--- config.mk ---
export PLATFORM = sky130hd
export DESIGN_NAME = irq_ctrl
export DESIGN_NICKNAME = d
export VERILOG_FILES = /design/src/rtl/lexington.sv /design/src/rtl/irq_prio_enc.sv /design/src/rtl/irq_ctrl.sv
export SDC_FILE = /design/constraint.sdc
export NUM_CORES = 1
export LEC_CHECK = 0
export CORE_MARGIN = 5
export CORE_UTILIZATION = 27
export DETAILED_ROUTE_END_ITERATION = 10
export PLACE_DENSITY = 0.77
export SYNTH_ARGS = -nofsm -noshare
export SYNTH_HDL_FRONTEND = slang
export SYNTH_HIERARCHICAL = 1
export SYNTH_SLANG_ARGS = --single-unit
export TNS_END_PERCENT = 1
--- constraint.sdc ---
create_clock -name clk -period 1.5 [get_ports clk]
set_input_delay 0.225 -clock clk [delete_from_list [all_inputs] [get_ports clk]]
set_output_delay 0.225 -clock clk [all_outputs]
set_load 0.02 [all_outputs]
--- src/rtl/lexington.sv ---
// Shared interrupt types and trap cause codes for the machine-mode interrupt controller.
package lexington;

   localparam int unsigned NUM_PLAT_IRQ   = 10;
   localparam int unsigned IRQ_CODE_WIDTH = 5;
   localparam int unsigned CSR_WIDTH      = 32;
   localparam int unsigned PLAT_LSB       = 16;
   localparam int unsigned PLAT_MSB       = PLAT_LSB + NUM_PLAT_IRQ - 1;

   localparam logic [IRQ_CODE_WIDTH-1:0] TRAP_CODE_MSI     = 5'd3;
   localparam logic [IRQ_CODE_WIDTH-1:0] TRAP_CODE_MTI     = 5'd7;
   localparam logic [IRQ_CODE_WIDTH-1:0] TRAP_CODE_MEI     = 5'd11;
   localparam logic [IRQ_CODE_WIDTH-1:0] TRAP_CODE_UART0RX = 5'd16;
   localparam logic [IRQ_CODE_WIDTH-1:0] TRAP_CODE_UART0TX = 5'd17;
   localparam logic [IRQ_CODE_WIDTH-1:0] TRAP_CODE_TIM0    = 5'd18;
   localparam logic [IRQ_CODE_WIDTH-1:0] TRAP_CODE_TIM1    = 5'd19;
   localparam logic [IRQ_CODE_WIDTH-1:0] TRAP_CODE_GPIOA0  = 5'd20;
   localparam logic [IRQ_CODE_WIDTH-1:0] TRAP_CODE_GPIOA1  = 5'd21;
   localparam logic [IRQ_CODE_WIDTH-1:0] TRAP_CODE_GPIOB0  = 5'd22;
   localparam logic [IRQ_CODE_WIDTH-1:0] TRAP_CODE_GPIOB1  = 5'd23;
   localparam logic [IRQ_CODE_WIDTH-1:0] TRAP_CODE_GPIOC0  = 5'd24;
   localparam logic [IRQ_CODE_WIDTH-1:0] TRAP_CODE_GPIOC1  = 5'd25;

   // mie/mip layout; reserved and supervisor fields are never set by this block
   typedef struct packed {
      logic [5:0]              rsvd_31_26;
      logic [NUM_PLAT_IRQ-1:0] plat;
      logic [3:0]              rsvd_15_12;
      logic                    mei;
      logic                    rsvd_10;
      logic                    sei;
      logic                    rsvd_8;
      logic                    mti;
      logic                    rsvd_6;
      logic                    sti;
      logic                    rsvd_4;
      logic                    msi;
      logic                    rsvd_2;
      logic                    ssi;
      logic                    rsvd_0;
   } interrupt_csr_t;

   typedef enum logic [1:0] {IRQ_IDLE, IRQ_REQ, IRQ_HOLD} irq_state_t;

endpackage

--- src/rtl/irq_prio_enc.sv ---
// Fixed-priority encoder: MEI, MSI, MTI, then platform codes with the lowest code winning.
module irq_prio_enc
   import lexington::*;
(
   input  logic [CSR_WIDTH-1:0]      eligible,
   output logic                      valid_c,
   output logic [IRQ_CODE_WIDTH-1:0] code_c
);

   logic [NUM_PLAT_IRQ-1:0] plat_c;
   logic                    unused_c;

   assign plat_c   = eligible[PLAT_MSB:PLAT_LSB];
   assign unused_c = ^{eligible[CSR_WIDTH-1:PLAT_MSB+1], eligible[PLAT_LSB-1:12],
                       eligible[10:8], eligible[6:4], eligible[2:0]};

   always_comb begin
      valid_c = 1'b0;
      code_c  = '0;
      // scan downwards so the lowest set platform code is the one left standing
      for (int i = NUM_PLAT_IRQ - 1; i >= 0; i--) begin
         if (plat_c[4'(i)]) begin
            valid_c = 1'b1;
            code_c  = IRQ_CODE_WIDTH'(PLAT_LSB + 32'(i));
         end
      end
      if (eligible[7]) begin
         valid_c = 1'b1;
         code_c  = TRAP_CODE_MTI;
      end
      if (eligible[3]) begin
         valid_c = 1'b1;
         code_c  = TRAP_CODE_MSI;
      end
      if (eligible[11]) begin
         valid_c = 1'b1;
         code_c  = TRAP_CODE_MEI;
      end
   end

endmodule

--- src/rtl/irq_ctrl.sv ---
// Machine-mode interrupt scheduler: pending image, masking, priority select and trap handshake.
// Define IRQ_CTRL_EDGE_EN to latch platform lines on rising edges instead of sampling levels.
module irq_ctrl
   import lexington::*;
(
   input  logic                      clk,
   input  logic                      rst,
   input  logic                      meip,
   input  logic                      msip,
   input  logic                      mtip,
   input  logic [NUM_PLAT_IRQ-1:0]   plat_irq,
   input  logic                      mstatus_mie,
   input  logic [CSR_WIDTH-1:0]      mie,
   input  logic                      mip_clr,
   input  logic [CSR_WIDTH-1:0]      mip_clr_mask,
   output logic [CSR_WIDTH-1:0]      mip,
   output logic                      trap_req,
   output logic [IRQ_CODE_WIDTH-1:0] trap_code,
   input  logic                      trap_ack
);

   irq_state_t                  state_q, state_d;
   logic                        trap_req_q, trap_req_d;
   logic [IRQ_CODE_WIDTH-1:0]   trap_code_q, trap_code_d;
   logic                        mei_q, msi_q, mti_q;
   logic [NUM_PLAT_IRQ-1:0]     plat_q, plat_d;
   interrupt_csr_t              mip_c;
   logic [CSR_WIDTH-1:0]        eligible_c;
   logic                        prio_valid_c;
   logic [IRQ_CODE_WIDTH-1:0]   prio_code_c;
   logic                        unused_c;

   always_comb begin
      mip_c      = '0;
      mip_c.mei  = mei_q;
      mip_c.msi  = msi_q;
      mip_c.mti  = mti_q;
      mip_c.plat = plat_q;
   end

   assign mip        = mip_c;
   assign trap_req   = trap_req_q;
   assign trap_code  = trap_code_q;
   assign eligible_c = mip_c & mie & {CSR_WIDTH{mstatus_mie}};

   irq_prio_enc u_prio_enc (
      .eligible (eligible_c),
      .valid_c  (prio_valid_c),
      .code_c   (prio_code_c)
   );

`ifdef IRQ_CTRL_EDGE_EN
   logic [NUM_PLAT_IRQ-1:0] hist_q, hist_d;
   logic [NUM_PLAT_IRQ-1:0] clr_c;

   // a new edge is OR-ed in after clearing so a same-cycle set is never lost
   always_comb begin
      hist_d = plat_irq;
      clr_c  = mip_clr ? mip_clr_mask[PLAT_MSB:PLAT_LSB] : '0;
      for (int i = 0; i < NUM_PLAT_IRQ; i++) begin
         if (state_q == IRQ_REQ && trap_ack &&
             trap_code_q == IRQ_CODE_WIDTH'(PLAT_LSB + 32'(i)))
            clr_c[4'(i)] = 1'b1;
      end
      plat_d = (plat_q & ~clr_c) | (plat_irq & ~hist_q);
   end

   always_ff @(posedge clk) begin
      if (rst) hist_q <= '0;
      else     hist_q <= hist_d;
   end

   assign unused_c = ^{mip_clr_mask[CSR_WIDTH-1:PLAT_MSB+1], mip_clr_mask[PLAT_LSB-1:0]};
`else
   assign plat_d   = plat_irq;
   assign unused_c = ^{mip_clr, mip_clr_mask};
`endif

   always_comb begin
      state_d     = state_q;
      trap_req_d  = trap_req_q;
      trap_code_d = trap_code_q;
      case (state_q)
         IRQ_IDLE: begin
            if (prio_valid_c) begin
               trap_code_d = prio_code_c;
               trap_req_d  = 1'b1;
               state_d     = IRQ_REQ;
            end
         end
         IRQ_REQ: begin
            // ack beats withdrawal; no preemption while the request is outstanding
            if (trap_ack) begin
               trap_req_d = 1'b0;
               state_d    = IRQ_HOLD;
            end else if (!eligible_c[trap_code_q]) begin
               trap_req_d = 1'b0;
               state_d    = IRQ_IDLE;
            end
         end
         IRQ_HOLD: state_d = IRQ_IDLE;
         default: begin
            trap_req_d = 1'b0;
            state_d    = IRQ_IDLE;
         end
      endcase
   end

   always_ff @(posedge clk) begin
      if (rst) begin
         state_q     <= IRQ_IDLE;
         trap_req_q  <= 1'b0;
         trap_code_q <= '0;
         mei_q       <= 1'b0;
         msi_q       <= 1'b0;
         mti_q       <= 1'b0;
         plat_q      <= '0;
      end else begin
         state_q     <= state_d;
         trap_req_q  <= trap_req_d;
         trap_code_q <= trap_code_d;
         mei_q       <= meip;
         msi_q       <= msip;
         mti_q       <= mtip;
         plat_q      <= plat_d;
      end
   end

endmodule

==> results of run 1 <==
[critical path, stage by stage]
cell and delay [ns]:
clkdlybuf4s50_1 0.41, and3_4 0.18, or4_4 0.53, a21oi_2 0.13, nor3_1 0.05, a21oi_1 0.13
nor2_1 0.05
[path summary, 6_finish.rpt]
path | to | slack [ns] | cells after the start
setup / recovery | trap_code[2] | -0.03 | 7
hold / removal | state_q[1] | 0.47 | 1
setup reg to reg | trap_code[2] | 0.02 | 6
hold reg to reg | state_q[1] | 0.47 | 1
[metrics by stage]
step / instances / TNS [ns] / hold slack (ns) / setup slack, ns / instance area (µm²)
after global routing: 245 / -0.329 / 0.499 / -0.0869 / 1830
after floorplan: 154 / 0 / 0.353 / 0.00332 / 1310
after global placement: 241 / -2.41 / 0.438 / -0.407 / 1760
after detailed placement: 241 / -2.96 / 0.472 / -0.478 / 1760
after CTS: 245 / -0.104 / 0.483 / -0.0423 / 1810
final: 245 / -0.0267 / 0.472 / -0.0267 / 1830
[what timing repair did]
| item | CTS | global route |
|---|---|---|
| hold buffers | 0 | 0 |
| pin swaps | 0 | 3 |
| cloned | 0 | 0 |
| resized for setup | 6 | 7 |
| setup endpoints to repair | 10 | 9 |
[routing by layer]
metal | share of wire | vias up | GRT usage
met2 | 0.48 | 45 | 0.165
met4 | 0.022 | 0 | 0.0515
met1 | 0.40 | 488 | 0.116
met5 | 0 | - | 0
met3 | 0.093 | 4 | 0.0370
li1 | - | 543 | -
[power groups by stage]
stage | Clock [mW] | Sequential, mW | Combinational (mW)
2_1_floorplan | 0 | 0.652 | 0.218
3_3_place_gp | 0 | 0.627 | 0.373
3_5_place_dp | 0 | 0.628 | 0.376
4_1_cts | 0.392 | 0.615 | 0.373
5_1_grt | 0.411 | 0.621 | 0.403
6_report | 0.376 | 0.615 | 0.375
[registers in the layout, summed over array words and instances (netlist names)]
signal and cells:
trap_req 1, mti_q 1, state_q 2, trap_code 5, plat_q 10, mei_q 1
msi_q 1
[final cells by class]
| class | count | area (µm²) | share of cell area |
|---|---|---|---|
| Timing Repair Buffer | 64 | 604 | 0.330 |
| Inverter | 5 | 18.8 | 0.0103 |
| Tap cell | 52 | 65.1 | 0.0356 |
| Clock buffer | 4 | 45.0 | 0.0246 |
| Multi-Input combinational cell | 99 | 674 | 0.369 |
| Sequential cell | 21 | 422 | 0.231 |
==> results_dict.tcl, run 1 <==
set metrics [dict create \
    hold_start "state_q[1]" \
    finalCriticalPeriod_ns 1.53 \
    seq_power_share 0.450 \
    crit_path_end_kind "register" \
    postLayoutCoreUtil 0.417 \
    routabilityCongestion 0.844 \
    crit_path_max_fanout 3 \
    status "finished with violations" \
    wl_per_cell_um 12.6 \
    routed_wirelength_mm 3.09 \
    p_clk_frac 0.275 \
    antenna_cells 0 \
    p_leak_nw 0.819 \
    worst_ep_required_time_ns 1.67 \
    start_kind "primary input" \
    ir_drop_mv 0.527 \
    drc 0 \
    vias_per_cell 4.41 \
    cts-buffers-inserted 3 \
    post_cts_buffers 0 \
    htree_levels 1 \
    overflow 0 \
    yosys_warnings 6 \
    grtUsageTotal 0.101 \
    tritoncts "yes" \
    initial_core_util 0.281 \
    vias 1080 \
    finalHoldViolCount 0 \
    setup_slack_ns -0.0267 \
    fin_worst_skew_ns 0.00258 \
    reg2reg_from "plat_q[6]" \
    maxCapViolCount 0 \
    die-area_mm2 0.00602 \
    swShare 0.286 \
    fp.dieW_um 77.6 \
    p_comb_frac 0.275 \
    portBuffers 48 \
    max_freq_ghz 0.655 \
    io_pins 120 \
    finalSetupViolCount 1 \
    rsz0062_at_grt "yes" \
    antenna_found_initial 0 \
    cts.clk_slew.worst_paths_ns 0.08 \
    cts.sinks 21 \
    violations "setup timing" \
    core_mm2 0.00438 \
    dr.pass1.iters 4 \
    dp_hpwl_mm 2.58 \
    power_density_mw_per_mm2 747 \
    clock_latency_ns 0.26 \
    clock_path_buffers 2 \
    drtIter0Drc 19 \
    layout_commonest_cell "clkdlybuf4s50_1" \
    maxSlewViolCount 0 \
    synth_cells 136 \
    arrival_ns 1.69 \
    grt_start_max_net_pins 12 \
    switching_power_mw 0.391 \
    n_fill_cell 431 \
    root_buffer "clkbuf_8" \
    critPathLaunch "mie[22]" \
    min_path_type "register to register" \
    synth_area_mm2 0.00123 \
    rows 24 \
    layout.cells.most_common_list "39 x clkdlybuf4s50_1, 20 x conb_1, 20 x dfxtp_1" \
    nets 276 \
    grt_pass1_vias 1071 \
    worstSetupPathType "primary input to register" \
    chipHeight_um 77.6 \
    p_int_mw 0.975 \
    ant_nets 0 \
    p_total_mw 1.37 \
    area_growth_pct 48.3 \
    finalCritPeriodShare 1.02 \
    syn_area_per_cell_um2 9.07 \
    grt_pass1_wl_mm 4.94 \
    drive_above_1_share 0.176 \
]
Note: power is estimated with default switching activity, not from simulation.
==> run 2, diff against run 1 <==
CTS_CLUSTER_DIAMETER = 120   (was not set)
SLEW_MARGIN = 20   (was not set)
==> results of run 2 <==
Same layout as run 1: the final DEF is identical, and so are final timing and power.
==> run 3, diff against run 2 <==
CORE_UTILIZATION = 28   (was 27)
CTS_BUF_LIST = sky130_fd_sc_hd__clkbuf_2   (was not set)
GPL_TIMING_DRIVEN = 1   (was not set)
PLACE_DENSITY = 0.79   (was 0.77)
==> run 3 against run 2 <==
  * The run still ends with setup timing left
  * Worst hold slack lost 0.056 ns
  * Worst setup slack lost 0.030 ns
  * First-iteration DRC count grew 32%
  * Combinational power shrank 2%
  * Via count grew 2.3%
  * Critical path depth shrank 1
  * Sequential power is essentially flat
  * Count of clock-buffer cells in the layout shrank 1
  * Non-clock buffer count shrank 1
  * Clock skew grew 0.0030 ns
  * Final cell count shrank 0.41%
==> results_dict.tcl, run 3 (same netlist as run 1, synthesis figures left out) <==
set metrics [dict create \
    drive_above_1_share 0.245 \
    p_int_mw 0.837 \
    postLayoutCoreUtil 0.420 \
    ir_drop_mv 0.431 \
    power_density_mw_per_mm2 672 \
    routed_wirelength_mm 3.14 \
    top_register "plat_q" \
    tritoncts "yes" \
    rows 24 \
    layout.cells.most_common_list "28 x clkdlybuf4s50_1, 20 x conb_1, 19 x dlygate4sd2_1" \
    crit_path_end_kind "register" \
    vias_per_cell 4.53 \
    maxCapViolCount 0 \
    cts.sinks 21 \
    layout_commonest_cell "clkdlybuf4s50_1" \
    drtIter0Drc 25 \
    htree_levels 1 \
    dr.pass1.iters 4 \
    arrival_ns 1.79 \
    setup_slack_ns -0.0562 \
    chipHeight_um 76.4 \
    post_cts_buffers 0 \
    p_clk_frac 0.192 \
    grt_pass1_vias 1174 \
    routabilityCongestion 0.806 \
    ant_nets 0 \
    worst_ep_required_time_ns 1.74 \
    fp.dieW_um 76.4 \
    seq_power_share 0.506 \
    p_total_mw 1.22 \
    start_kind "register" \
    antenna_cells 0 \
    area_growth_pct 47.2 \
    n_fill_cell 421 \
    finalSetupViolCount 1 \
    finalCritPeriodShare 1.04 \
    dp_slack_ns -0.480 \
    status "finished with violations" \
    finalHoldViolCount 0 \
    nets 275 \
    grt_start_max_net_pins 20 \
    antenna_found_initial 0 \
    portBuffers 48 \
    cts-buffers-inserted 3 \
    dp_hpwl_mm 2.55 \
    core_mm2 0.00432 \
    rsz0062_at_grt "yes" \
    ctsHoldBuffers 0 \
    die-area_mm2 0.00583 \
    fin_cells 244 \
    overflow 0 \
    cts.clk_slew.worst_paths_ns 0.20 \
    grt_pass1_wl_mm 5.09 \
    largest_reg_flops 10 \
    clock_latency_ns 0.32 \
    max_freq_ghz 0.643 \
    p_comb_frac 0.302 \
    io_pins 120 \
    root_buffer "clkbuf_2" \
    min_path_type "primary input to register" \
    crit_path_max_fanout 5 \
    fin_worst_skew_ns 0.00555 \
    vias 1105 \
    finalCriticalPeriod_ns 1.56 \
    maxSlewViolCount 0 \
    drc 0 \
    wl_per_cell_um 12.9 \
    worstSetupPathType "register to register" \
    dp_cells 240 \
    seqCellArea_um2 429 \
    swShare 0.314 \
    switching_power_mw 0.383 \
    violations "setup timing" \
    initial_core_util 0.285 \
    grtUsageTotal 0.105 \
    p_leak_nw 0.812 \
    multi_input_area_um2 707 \
    clock_path_buffers 2 \
]
## run 3: cell count changes in the layout (fill, tap and decap cells not counted), sizes merged
cell	change
dlygate4sd2	+14
clkdlybuf4s50	-11
clkinv	+1
dlymetal6s2s	-3
clkbuf	-1
buf	-1
## run 3: layout make-up
| class | count | share of cell area |
|---|---|---|
| Clock buffer | 3 | 0.00827 |
| Tap cell | 52 | 0.0358 |
| Inverter | 5 | 0.0103 |
| Sequential cell | 21 | 0.236 |
| Timing Repair Buffer | 63 | 0.317 |
| Multi-Input combinational cell | 99 | 0.389 |
| Clock inverter | 1 | 0.00276 |
## run 3: worst max-delay path, stage by stage (launching register included)
cell	delay, ns
dfxtp_2	0.36
and3_4	0.19
or4_4	0.53
a21oi_2	0.16
nor3_1	0.07
a21oi_1	0.12
nor2_1	0.05
## run 3: power groups by stage
| stage | combinational [mW] | sequential [mW] | clock [mW] |
|---|---|---|---|
| floorplan | 0.218 | 0.652 | 0 |
| global placement | 0.366 | 0.628 | 0 |
| detailed placement | 0.373 | 0.628 | 0 |
| CTS | 0.354 | 0.616 | 0.245 |
| global route | 0.398 | 0.624 | 0.270 |
| finish | 0.368 | 0.617 | 0.234 |
## run 3: layer usage
layer,track usage,vias to the layer above,share of wire
met3,0.0485,6,0.10
met5,0,-,0
met2,0.186,50,0.49
met1,0.107,507,0.39
met4,0.0402,0,0.017
li1,-,542,-
## run 3: worst paths after layout
kind	to	start	cells after the start	slack, ns
max	trap_code[2]	plat_q[6]	6	-0.06
min	plat_q[4]	plat_irq[4]	2	0.42
max reg2reg	trap_code[2]	plat_q[6]	6	-0.06
min reg2reg	state_q[1]	state_q[1]	1	0.44
## run 3: per-stage QoR
stage               setup TNS (ns)  hold WS (ns)  cell area [µm²]
finish                     -0.0562         0.417             1820
CTS                         -0.258         0.403             1760
global route                -0.384         0.382             1820
floorplan                        0         0.353             1310
global placement             -2.19         0.444             1760
detailed placement           -2.60         0.458             1760
## run 3: what timing repair did
action | 4_1_cts | 5_1_grt
pin swaps | 0 | 5
setup endpoints to repair | 25 | 7
gates resized for setup | 22 | 18
